## src/rtl/cla_pipe_addsub.sv

```systemverilog
// cla_pipe_addsub: pipelined adder/subtractor built from a chain of 4-bit
// carry-lookahead slices, one slice per pipeline stage.
//
// Handshake (both sides): a transfer happens on a rising edge where valid and
// ready are both 1. The whole pipe moves as one unit: adv = out_ready | ~out_valid.
// in_ready is adv. Every register, including the valid bits, loads only when
// adv = 1. Bubbles are not squeezed out while the pipe is stalled.
//
// Ports:
//   clk, rst           clock, synchronous active-high reset
//   in_valid/in_ready  input handshake
//   a, b               operands (WIDTH bits)
//   cin                carry-in (add) / active-high borrow-in (subtract)
//   sub                0 = add, 1 = subtract
//   out_valid/out_ready output handshake
//   sum                result (WIDTH bits)
//   cout               carry-out (add) / active-high borrow-out (subtract)
//   ovf                signed two's-complement overflow
//   zero               sum == 0
//
// Stage 0 registers the operands with b and cin pre-inverted for subtract.
// Stage k (1..NSLICE) adds bits [4k-1:4k-4] using the carry from stage k-1.
// The flags are computed from the last slice and registered beside the sum.
// Latency is NSLICE+1 edges from accept to visible result.
module cla_pipe_addsub #(
  parameter int WIDTH = 16
) (
  input  logic             clk,
  input  logic             rst,
  input  logic             in_valid,
  output logic             in_ready,
  input  logic [WIDTH-1:0] a,
  input  logic [WIDTH-1:0] b,
  input  logic             cin,
  input  logic             sub,
  output logic             out_valid,
  input  logic             out_ready,
  output logic [WIDTH-1:0] sum,
  output logic             cout,
  output logic             ovf,
  output logic             zero
);

  localparam int NSLICE = WIDTH / 4;

  if (WIDTH < 4 || WIDTH > 64 || (WIDTH % 4) != 0) begin : g_width_check
    $error("cla_pipe_addsub: WIDTH must be a multiple of 4 in 4..64");
  end

  // Returns {carry out of bit 3, carry into bit 3, 4-bit sum}.
  function automatic logic [5:0] cla4(input logic [3:0] x, input logic [3:0] y,
                                      input logic ci);
    logic [3:0] g;
    logic [3:0] p;
    logic [4:0] c;
    g    = x & y;
    p    = x ^ y;
    c[0] = ci;
    c[1] = g[0] | (p[0] & ci);
    c[2] = g[1] | (p[1] & g[0]) | (p[1] & p[0] & ci);
    c[3] = g[2] | (p[2] & g[1]) | (p[2] & p[1] & g[0]) | (p[2] & p[1] & p[0] & ci);
    c[4] = g[3] | (p[3] & g[2]) | (p[3] & p[2] & g[1]) | (p[3] & p[2] & p[1] & g[0])
         | (p[3] & p[2] & p[1] & p[0] & ci);
    return {c[4], c[3], p ^ c[3:0]};
  endfunction

  logic adv;
  assign adv      = out_ready | ~out_valid;
  assign in_ready = adv;

  // Per-stage registers; index k is the output of stage k.
  logic             v_q   [NSLICE+1];
  logic [WIDTH-1:0] a_q   [NSLICE+1];
  logic [WIDTH-1:0] b_q   [NSLICE+1];
  logic [WIDTH-1:0] s_q   [NSLICE+1];
  logic             c_q   [NSLICE+1];
  logic             sub_q [NSLICE+1];

  logic cout_q;
  logic ovf_q;
  logic zero_q;

  // Combinational slice results feeding stage k; index 0 is unused.
  logic [3:0]       slice_sum  [NSLICE+1];
  logic             slice_co   [NSLICE+1];
  logic             slice_cmsb [NSLICE+1];
  logic [WIDTH-1:0] s_next     [NSLICE+1];

  always_comb begin
    for (int k = 0; k <= NSLICE; k++) begin
      slice_sum[k]  = '0;
      slice_co[k]   = 1'b0;
      slice_cmsb[k] = 1'b0;
      s_next[k]     = '0;
    end
    for (int k = 1; k <= NSLICE; k++) begin
      {slice_co[k], slice_cmsb[k], slice_sum[k]} =
        cla4(a_q[k-1][4*k-4 +: 4], b_q[k-1][4*k-4 +: 4], c_q[k-1]);
      s_next[k]               = s_q[k-1];
      s_next[k][4*k-4 +: 4]   = slice_sum[k];
    end
  end

  always_ff @(posedge clk) begin
    if (rst) begin
      for (int k = 0; k <= NSLICE; k++) begin
        v_q[k]   <= 1'b0;
        a_q[k]   <= '0;
        b_q[k]   <= '0;
        s_q[k]   <= '0;
        c_q[k]   <= 1'b0;
        sub_q[k] <= 1'b0;
      end
      cout_q <= 1'b0;
      ovf_q  <= 1'b0;
      zero_q <= 1'b0;
    end else if (adv) begin
      // Stage 0: with adv = 1, in_ready = 1, so in_valid alone means accept.
      v_q[0]   <= in_valid;
      a_q[0]   <= a;
      b_q[0]   <= sub ? ~b : b;
      c_q[0]   <= sub ? ~cin : cin;
      sub_q[0] <= sub;
      s_q[0]   <= '0;
      for (int k = 1; k <= NSLICE; k++) begin
        v_q[k]   <= v_q[k-1];
        a_q[k]   <= a_q[k-1];
        b_q[k]   <= b_q[k-1];
        s_q[k]   <= s_next[k];
        c_q[k]   <= slice_co[k];
        sub_q[k] <= sub_q[k-1];
      end
      // Subtraction is a + ~b + ~borrow, so borrow-out is the inverted carry.
      cout_q <= slice_co[NSLICE] ^ sub_q[NSLICE-1];
      ovf_q  <= slice_co[NSLICE] ^ slice_cmsb[NSLICE];
      zero_q <= (s_next[NSLICE] == '0);
    end
  end

  assign out_valid = v_q[NSLICE];
  assign sum       = s_q[NSLICE];
  assign cout      = cout_q;
  assign ovf       = ovf_q;
  assign zero      = zero_q;

endmodule

```

## config.mk

```make
export PLATFORM = sky130hd
export DESIGN_NAME = cla_pipe_addsub
export DESIGN_NICKNAME = d
export VERILOG_FILES = /design/src/rtl/cla_pipe_addsub.sv
export SDC_FILE = /design/constraint.sdc
export NUM_CORES = 1
export LEC_CHECK = 0
export CAP_MARGIN = 20
export CORE_ASPECT_RATIO = 1.4
export CORE_MARGIN = 4
export CORE_UTILIZATION = 50
export DETAILED_ROUTE_END_ITERATION = 10
export PLACE_DENSITY_LB_ADDON = 0.08
export REMOVE_ABC_BUFFERS = 1
export SKIP_LAST_GASP = 1
export SYNTH_ARGS = -nofsm -noshare
export SYNTH_HDL_FRONTEND = slang
export SYNTH_SLANG_ARGS = --single-unit
```

## constraint.sdc

```tcl
create_clock -name clk -period 4.5 [get_ports clk]
set_input_delay 0.9 -clock clk [delete_from_list [all_inputs] [get_ports clk]]
set_output_delay 0.9 -clock clk [all_outputs]
set_load 0.01 [all_outputs]
```

* Word level (Yosys, flattened, before mapping)
Memory sizes are Yosys's and may differ from the RTL's. Index checks and enable logic that the tools add are counted. W data, S select, Z words.
Word-level totals: bits in registers 3, bits in writable memories 255, bits of input ports 38, output and inout port bits 21, memories 6
Memory list:
- a_q | depth 5, bits a word 16, rd ports 4, clocked after memory_dff 0, wr ports 5, line 73 | logic [WIDTH-1:0] a_q [NSLICE+1];
- b_q | depth 5, bits a word 16, rd ports 4, clocked after memory_dff 0, wr ports 5, line 74 | logic [WIDTH-1:0] b_q [NSLICE+1];
- s_q | depth 5, bits a word 16, rd ports 5, clocked after memory_dff 0, wr ports 5, line 75 | logic [WIDTH-1:0] s_q [NSLICE+1];
- c_q | depth 5, bits a word 1, rd ports 4, clocked after memory_dff 0, wr ports 5, line 76 | logic c_q [NSLICE+1];
- sub_q | depth 5, bits a word 1, rd ports 4, clocked after memory_dff 0, wr ports 5, line 77 | logic sub_q [NSLICE+1];
- v_q | depth 5, bits a word 1, rd ports 5, clocked after memory_dff 0, wr ports 5, line 72 | logic v_q [NSLICE+1];
Cells by class: muxes and demuxes 37, bitwise gates (word level) 152, reductions and logical operators 1
Operators by type and width (number):
- $mux W16 | 16
- $or A1 B1 Y1 | 71
- $and A1 B1 Y1 | 64
- $xor A4 B4 Y4 | 8
- $mux W1 | 21
- $and A4 B4 Y4 | 4
- $logic_not A16 Y1 | 1
- $not A16 Y16 | 1
- $not A1 Y1 | 2
- $xor A1 B1 Y1 | 2

* Longest topological paths before layout
Gate-level depths: netlist of the first run. An unclocked memory read counts as a cell.
word-level depth 8, mapped depth 6, gate-level depth less buffers 5

* Least setup slack after synthesis of the first run
Ideal clock, no wire load.
path type input to register, start point in out_ready, end point mem a_q[0][0], enable pin, data arrival time 3.772 ns, required time 4.014 ns, slack 0.242 ns, cell stages on the path 3, cells stage by stage nand2b_1 nor2_1 inv_1
RTL lines:
- from (decl) | line 37 | input logic out_ready,
- to (decl) | line 73

* Worst setup path after layout of the first run
start point in out_ready, end point out in_ready
On the way: word-level cells in the longest chain between the ends 1
Ends and longest elaborated chain:
- $or A1 B1 Y1 | line 68 | assign adv = out_ready | ~out_valid;
- to (decl) | line 31 | output logic in_ready,
No other way between the ends.

==> reports/metrics.cfg, run 1 <==
[synthesis]
ys_ff_latch=136
yosys_warnings=0
synth_flop_cell=edfxtp_1
ys_types=35
syn_avg_cell_area_um2=14.60
syn-cell-area_um2=5766
ys_seq_area_frac=0.7031
synthCells=395
ys_async_sr_fraction=0
synth_edf_count=133

[power]
sw_frac_of_total=0.1866
intPower_w=0.002599
ir_drop_mv=0.3052
seqPwrFrac=0.462
p_sw_w=0.0005961
pwr-share-comb=0.055
pwr_density_cell_nw_per_um2=445.3
p_clk_frac=0.483
p_leak_nw=2.957

[global_routing]
grt_pass1_vias=2837
grt_usage=0.1209
overflow=0
grt_pass1_wl_um=12420
grt_max_degree=76
antenna_found_initial=0

[critical_path]
r2r_cells=5
worstPathArrival_ns=2.07
end_kind=output pin
start_kind=primary input
rrSetupSlack_ns=2.53
path_max_fanout=4
startpoint=out_ready
max_stage_delay_ns=0.56
r2r_end=s_q[0][19]$_SDFFCE_PN0P_
cpMostUsedCell=clkdlybuf4s50_1
worst_path_max_delay_cell=clkdlybuf4s50_1
cp_cell_sequence=clkdlybuf4s50_1 -> nand2b_1 -> clkdlybuf4s50_1
crit_type=in -> out
timing.rr.start=v_q[0][4]$_SDFFCE_PN0P_
crit_required_ns=3.60

[timing]
holdWs_ns=0.4682
finalWorstSetupSlack_ns=1.532
slew_headroom=0.3555
rsz0062_at_grt=no
setup_violations=0
setup_tns_ns=0
period_share=0.6596
fmax_mhz=336.9
tightestPinTransition_ns=0.9637
finalHoldViolCount=0
skew_ns=0.005746
min_period_ns=2.968
slew_viol_final=0

[floorplanning]
core_area_um2=11280
rows=46
start_util=0.5111
fp.dieH_um=135.1
ios=59
die_area_um2=13340
die_w_um=98.76

[layout]
nFillCells=866
final_util=0.6361
syn_to_final_growth_pct=24.46
seq_area_um2=4054
multiInputGateArea_um2=1583
final_cell_mix=133 x edfxtp_1, 98 x and2_1, 58 x clkdlybuf4s50_1, 31 x nor2_1, 22 x xnor2_1
final_common_cell=edfxtp_1
diodes=0
final_layout_size_suffix_gt1_frac=0.09534
design_area_um2=7176
final_nets=517

[routing]
drt_iter0_drc=133
routed_wl_um=7276
first_pass_iters=4
viasPerCell=4.716
vias=2905
wl_per_cell_um=11.81
drc_errors=0
postRouteAntennaNets=0

[job]
max-cap-violations=0

[hold_path]
hp-class=reg -> reg
min_from=cout$_SDFFE_PP0P_
hold_depth=2
holdPathEnd=cout$_SDFFE_PP0P_

[clock_network]
postCtsSetupRepairBufs=0
insertion_delay_ns=0.41
post_cts_resized=0
cts_hold_buf=0
cts_max_level=4
cts_made_buffers=17
clk_path_buf_depth=2
cts-root-buf=clkbuf_16
clk_pin_slew_ns=0.06
cts_sinks=136
cts_tree=built

[placement]
port_buffers=58
dpl.hpwl_um=4480
dp_slack_ns=1.491
gp_congestion=0.7165
placed_area_um2=6502

[outcome]
outcome=finished, final reports clean

==> worst max path at each step <==
| stage | end | cells past startpoint |
|---|---|---|
| after detailed placement | c_q[0][1]$_SDFFCE_PN0P_ | 6 |
| after global placement | c_q[0][1]$_SDFFCE_PN0P_ | 6 |
| after global routing | in_ready | 3 |
| after CTS | in_ready | 3 |
| final | in_ready | 3 |
| after floorplan | a_q[0][0]$_SDFFCE_PN0P_ | 3 |
==> cell families after synthesis <==
family / Yosys count / synth area share
multiplexers: 4 / 0.006945
flip-flops: 136 / 0.7031
AND/OR/NAND/NOR: 154 / 0.1506
adder cells (fa/ha/maj): 20 / 0.04861
XOR/XNOR: 26 / 0.03950
AO/OA/AOI/OAI: 22 / 0.02756
buffers and inverters: 33 / 0.02365
==> synth_stat cells, types with 2 or more instances <==
library cell	n	area [µm²]
edfxtp_1	133	3994
and2_1	98	613.1
nor2_1	31	116.4
xnor2_1	22	192.7
ha_1	16	200.2
inv_1	16	60.06
clkbuf_1	11	41.29
nand2_1	10	37.54
a21oi_1	6	30.03
nand2b_1	5	31.28
o21ai_0	5	25.02
a21o_1	4	30.03
fa_1	4	80.08
mux2i_1	4	40.04
xor2_1	4	35.03
buf_2	3	15.01
dfxtp_1	3	60.06
nand3_1	2	10.01
o21ba_2	2	20.02
==> metal layers <==
layer / vias to the layer above / share of wire / global-route usage
met5: - / 0 / 0
met3: 11 / 0.058 / 0.05065
met1: 1338 / 0.39 / 0.1250
met4: 0 / 0.015 / 0.05315
met2: 64 / 0.53 / 0.2123
li1: 1492 / - / -
==> per-stage QoR <==
| step | cells | power, W |
|---|---|---|
| 3_5_place_dp | 584 | 0.001681 |
| 4_1_cts | 616 | 0.003235 |
| 5_1_grt | 616 | 0.003319 |
| 2_1_floorplan | 378 | 0.001601 |
| 6_report | 616 | 0.003195 |
| 3_3_place_gp | 584 | 0.001675 |
==> worst max-delay path: cells and delay by family <==
kind	cells	cell delay, ns
AND/OR/NAND/NOR	1	0.16
buffers and inverters	2	1.01
==> area by class of cell <==
type                    count  area share
clock buffers              17     0.05929
repair buffers             62     0.08684
clock inverters            15     0.03452
well taps                 144     0.02511
multi-input cells         226      0.2206
flip-flops and latches    136      0.5650
inverters                  16    0.008718
==> registers in the layout, summed over array words and instances (netlist names) <==
register  count
zero          1
b_q          40
v_q           5
a_q          40
ovf           1
c_q           4
sub_q         4
s_q          40
cout          1
==> power by group through the flow <==
stage               Combinational (W)  Sequential (W)  Clock, W
finish                       0.000175         0.00148   0.00154
global route                 0.000197         0.00148   0.00164
CTS                          0.000179         0.00148   0.00158
detailed placement           0.000177         0.00150         0
global placement             0.000174         0.00150         0
floorplan                   0.0000986         0.00150         0
Note: power is estimated with default switching activity, not from simulation.
==> run 2: changes to the inputs <==
clock period = 2.6 ns   (was 4.5 ns; I/O delays follow)
==> reports/metrics.cfg, run 2 (synthesis results as in run 1) <==
[outcome]
outcome=finished, final reports clean

[placement]
dpl.hpwl_um=4142  ; -7.5%
placed_area_um2=6515  ; +0.19%
port_buffers=58  ; unchanged
gp_congestion=0.6850  ; -4.4%

[clock_network]
cts-root-buf=clkbuf_16
insertion_delay_ns=0.40  ; about the same
cts_made_buffers=17  ; unchanged
clk_pin_slew_ns=0.05  ; about the same
cts_hold_buf=0  ; unchanged
cts_tree=built
postCtsSetupRepairBufs=0  ; unchanged
cts_sinks=136  ; unchanged
cts_max_level=4  ; unchanged
clk_path_buf_depth=2  ; unchanged
post_cts_resized=0  ; unchanged

[layout]
final_cell_mix=133 x edfxtp_1, 98 x and2_1, 58 x clkdlybuf4s50_1, 31 x nor2_1, 22 x xnor2_1
final_layout_size_suffix_gt1_frac=0.09322  ; -0.002119
design_area_um2=7077  ; -1.4%
final_common_cell=edfxtp_1
biggestRegsByFlops=a_q (40), b_q (40), s_q (40)
syn_to_final_growth_pct=22.74
diodes=0  ; unchanged
final_util=0.6273  ; -0.008762
final_nets=517  ; unchanged

[power]
pwr_density_cell_nw_per_um2=717.6  ; +61%
ir_drop_mv=0.4723  ; +55%
p_leak_nw=2.909  ; -1.6%

[timing]
tightestPinTransition_ns=0.6895  ; -0.2742 ns
slew_viol_final=0  ; unchanged
slew_headroom=0.5403  ; +0.1848
setup_tns_ns=0  ; unchanged
min_period_ns=2.198
finalHoldViolCount=0  ; unchanged
rsz0062_at_grt=no
period_share=0.8454
skew_ns=0.007141  ; +0.001395 ns
fmax_mhz=455.0
setup_violations=0  ; unchanged

[critical_path]
end_kind=output pin
start_kind=primary input
crit_required_ns=2.08  ; -1.52 ns
path_max_fanout=4  ; unchanged
crit_type=in -> out
worstPathArrival_ns=1.68  ; -0.39 ns

[global_routing]
grt_pass1_vias=2903  ; +2.3%
grt_usage=0.1224  ; +0.001552
overflow=0  ; unchanged
grt_pass1_wl_um=12720  ; +2.4%
grt_max_degree=132  ; +74%
antenna_found_initial=0  ; unchanged

[job]
max-cap-violations=0  ; unchanged

[routing]
drt_iter0_drc=140  ; +5.3%
postRouteAntennaNets=0  ; unchanged
wl_per_cell_um=11.65  ; -1.4%
drc_errors=0  ; unchanged
first_pass_iters=4  ; unchanged
vias=2872  ; -1.1%
viasPerCell=4.662  ; -1.1%
routed_wl_um=7175  ; -1.4%

[floorplanning]
die_w_um=98.76  ; unchanged
start_util=0.5111  ; unchanged
ios=59  ; unchanged
core_area_um2=11280  ; unchanged
rows=46  ; unchanged
fp.dieH_um=135.1  ; unchanged
die_area_um2=13340  ; unchanged

[hold_path]
hp-class=reg -> reg

## run 2: cell type report
class,instances,area [µm²]
Sequential cell,136,4054
Inverter,16,62.56
Multi-Input combinational cell,226,1583
Timing Repair Buffer,62,635.6
Clock inverter,15,136.4
Fill cell,890,4204
Clock buffer,17,425.4
Tap cell,144,180.2
## run 2: report_power, final
group / switching (W) / total [W] / internal (W)
clock: 0.000829 / 0.00222 / 0.00139
combinational: 0.000130 / 0.000303 / 0.000173
sequential: 0.0000297 / 0.00256 / 0.00253
total: 0.000989 / 0.00508 / 0.00409
## run 2: worst max-delay path, stage by stage
cell and delay, ns:
clkdlybuf4s50_1 0.44, nand2b_1 0.16, clkdlybuf4s50_1 0.56
## run 2: stage by stage
stage	setup slack, ns	hold WS [ns]	power [W]	instances
2_1_floorplan	-1.278	0.4827	0.002771	378
3_3_place_gp	0.3504	0.4467	0.002901	584
3_5_place_dp	0.3280	0.4549	0.002911	584
4_1_cts	0.3965	0.4682	0.005151	616
5_1_grt	0.3448	0.4891	0.005291	616
6_report	0.4020	0.4586	0.005078	616
## run 2: final timing paths
| path | to | cells after the start | from | slack [ns] |
|---|---|---|---|---|
| worst min register to register | cout$_SDFFE_PP0P_ | 2 | cout$_SDFFE_PP0P_ | 0.46 |
| worst min-delay path | cout$_SDFFE_PP0P_ | 2 | cout$_SDFFE_PP0P_ | 0.46 |
| worst max register to register | s_q[0][79]$_SDFFCE_PN0P_ | 5 | a_q[0][60]$_SDFFCE_PN0P_ | 0.81 |
| worst max-delay path | in_ready | 3 | out_ready | 0.40 |
## run 2: metal layers
metal | vias to the layer above | routed length (µm) | global-route usage | share of wire
met5 | - | 0 | 0 | 0
met4 | 0 | 159 | 0.05923 | 0.022
met3 | 15 | 363 | 0.04031 | 0.051
met2 | 62 | 3930 | 0.2227 | 0.55
met1 | 1305 | 2722 | 0.1243 | 0.38
li1 | 1490 | - | - | -
==> run 3: changes to the inputs <==
clock period = 2.26 ns   (was 2.6 ns; I/O delays follow)
==> reports/metrics.cfg, run 3 (synthesis results as in run 1) <==
[layout]
final_cell_mix=133 x edfxtp_1, 98 x and2_1, 58 x clkdlybuf4s50_1, 31 x nor2_1, 22 x xnor2_1
final_common_cell=edfxtp_1
design_area_um2=7223  ; +2.1%
biggestRegsByFlops=a_q (40), b_q (40), s_q (40)
diodes=0  ; unchanged
final_nets=521  ; +0.77%
final_util=0.6403  ; +0.01298
syn_to_final_growth_pct=25.28
final_layout_size_suffix_gt1_frac=0.08824  ; -0.004985

[power]
ir_drop_mv=0.4786  ; +1.3%
total_power_w=0.006266  ; +23%
p_leak_nw=2.984  ; +2.6%
pwr_density_cell_nw_per_um2=867.4  ; +21%

[critical_path]
crit_type=in -> out
r2r_end=s_q[0][79]$_SDFFCE_PN0P_
crit_required_ns=1.81  ; -0.27 ns
r2r_cells=5  ; unchanged
end_kind=output pin
worstPathArrival_ns=1.61  ; -0.07 ns
start_kind=primary input
rrSetupSlack_ns=0.45  ; -0.36 ns
path_max_fanout=4  ; unchanged
timing.rr.start=a_q[0][60]$_SDFFCE_PN0P_

[timing]
rsz0062_at_grt=no
skew_ns=0.005800  ; -0.001341 ns
period_share=0.9134
slew_headroom=0.7046  ; +0.1643
finalHoldViolCount=0  ; unchanged
setup_tns_ns=0  ; unchanged
fmax_mhz=484.4
tightestPinTransition_ns=0.4431  ; -0.2464 ns
slew_viol_final=0  ; unchanged
setup_violations=0  ; unchanged
min_period_ns=2.064

[placement]
gp_congestion=0.6803  ; -0.69%
port_buffers=58  ; unchanged
placed_area_um2=6583  ; +1.0%
dpl.hpwl_um=4629  ; +12%

[clock_network]
postCtsSetupRepairBufs=0  ; unchanged
cts_max_level=4  ; unchanged
cts-root-buf=clkbuf_16
cts_made_buffers=17  ; unchanged
cts_tree=built
post_cts_resized=0  ; unchanged
cts_sinks=136  ; unchanged
clk_path_buf_depth=2  ; unchanged
clk_pin_slew_ns=0.05  ; about the same
cts_hold_buf=0  ; unchanged
insertion_delay_ns=0.40  ; about the same

[global_routing]
overflow=0  ; unchanged
grt_max_degree=87  ; -34%
grt_pass1_wl_um=12920  ; +1.6%
antenna_found_initial=0  ; unchanged
grt_usage=0.1235  ; +0.001065
grt_pass1_vias=2998  ; +3.3%

[hold_path]
min_from=ovf$_SDFFE_PP0P_
holdPathEnd=ovf$_SDFFE_PP0P_
hp-class=reg -> reg
hold_depth=2  ; unchanged

[routing]
vias=2928  ; +1.9%
viasPerCell=4.723  ; +1.3%
wl_per_cell_um=12.19  ; +4.7%
routed_wl_um=7560  ; +5.4%
first_pass_iters=4  ; unchanged
drc_errors=0  ; unchanged
drt_iter0_drc=116  ; -17%
postRouteAntennaNets=0  ; unchanged

[floorplanning]
ios=59  ; unchanged
start_util=0.5111  ; unchanged
die_area_um2=13340  ; unchanged
fp.dieH_um=135.1  ; unchanged
die_w_um=98.76  ; unchanged
rows=46  ; unchanged
core_area_um2=11280  ; unchanged

[outcome]
outcome=finished, final reports clean

[job]
max-cap-violations=0  ; unchanged

==> run 3: changes by cell type in the layout (fill, tap and decap cells not counted), sizes merged <==
cell      before  now
clkinvlp       4    0
clkinv         9    6
clkbuf        17   20
buf            4    8
bufinv         2    6
==> run 3: worst max-delay path, cell delays in order <==
cell and delay, ns:
clkdlybuf4s50_1 0.44, nand2b_1 0.16, clkdlybuf4s50_1 0.56
==> run 3: final cells by class <==
class                   count  area [µm²]
multi-input cells         226        1583
clock inverters            12       203.9
flip-flops and latches    136        4054
repair buffers             66       703.2
clock buffers              20       436.7
fillers                   868        4058
well taps                 144       180.2
inverters                  16       62.56
==> run 3: worst max path at each step <==
| stage | slack [ns] | end | cells past startpoint | start |
|---|---|---|---|---|
| 3_5_place_dp | 0.18 | in_ready | 3 | out_ready |
| 2_1_floorplan | -1.55 | a_q[0][0]$_SDFFCE_PN0P_ | 3 | out_ready |
| 5_1_grt | 0.14 | in_ready | 3 | out_ready |
| 6_report | 0.20 | in_ready | 3 | out_ready |
| 3_3_place_gp | 0.20 | in_ready | 3 | out_ready |
| 4_1_cts | 0.18 | in_ready | 3 | out_ready |
==> run 3: metrics by stage <==
stage / instances / setup slack, ns / hold WS (ns)
after detailed placement: 588 / 0.1838 / 0.4597
after global routing: 620 / 0.1411 / 0.4984
after floorplan: 378 / -1.550 / 0.4827
final: 620 / 0.1958 / 0.4632
after global placement: 588 / 0.1985 / 0.4428
after CTS: 620 / 0.1838 / 0.4704
==> run 3: routing by layer <==
layer | up-vias | global-route usage | part of all wire
met1 | 1353 | 0.1242 | 0.39
li1 | 1496 | - | -
met2 | 63 | 0.2246 | 0.54
met3 | 16 | 0.04238 | 0.048
met5 | - | 0 | 0
met4 | 0 | 0.05998 | 0.024
==> run 3: where the power goes <==
| group | leakage [nW] | switching (W) | internal, W | total [W] |
|---|---|---|---|---|
| combinational | 1.06 | 0.000153 | 0.000209 | 0.000362 |
| clock | 0.310 | 0.000914 | 0.00205 | 0.00296 |
| sequential | 1.61 | 0.0000354 | 0.00291 | 0.00294 |
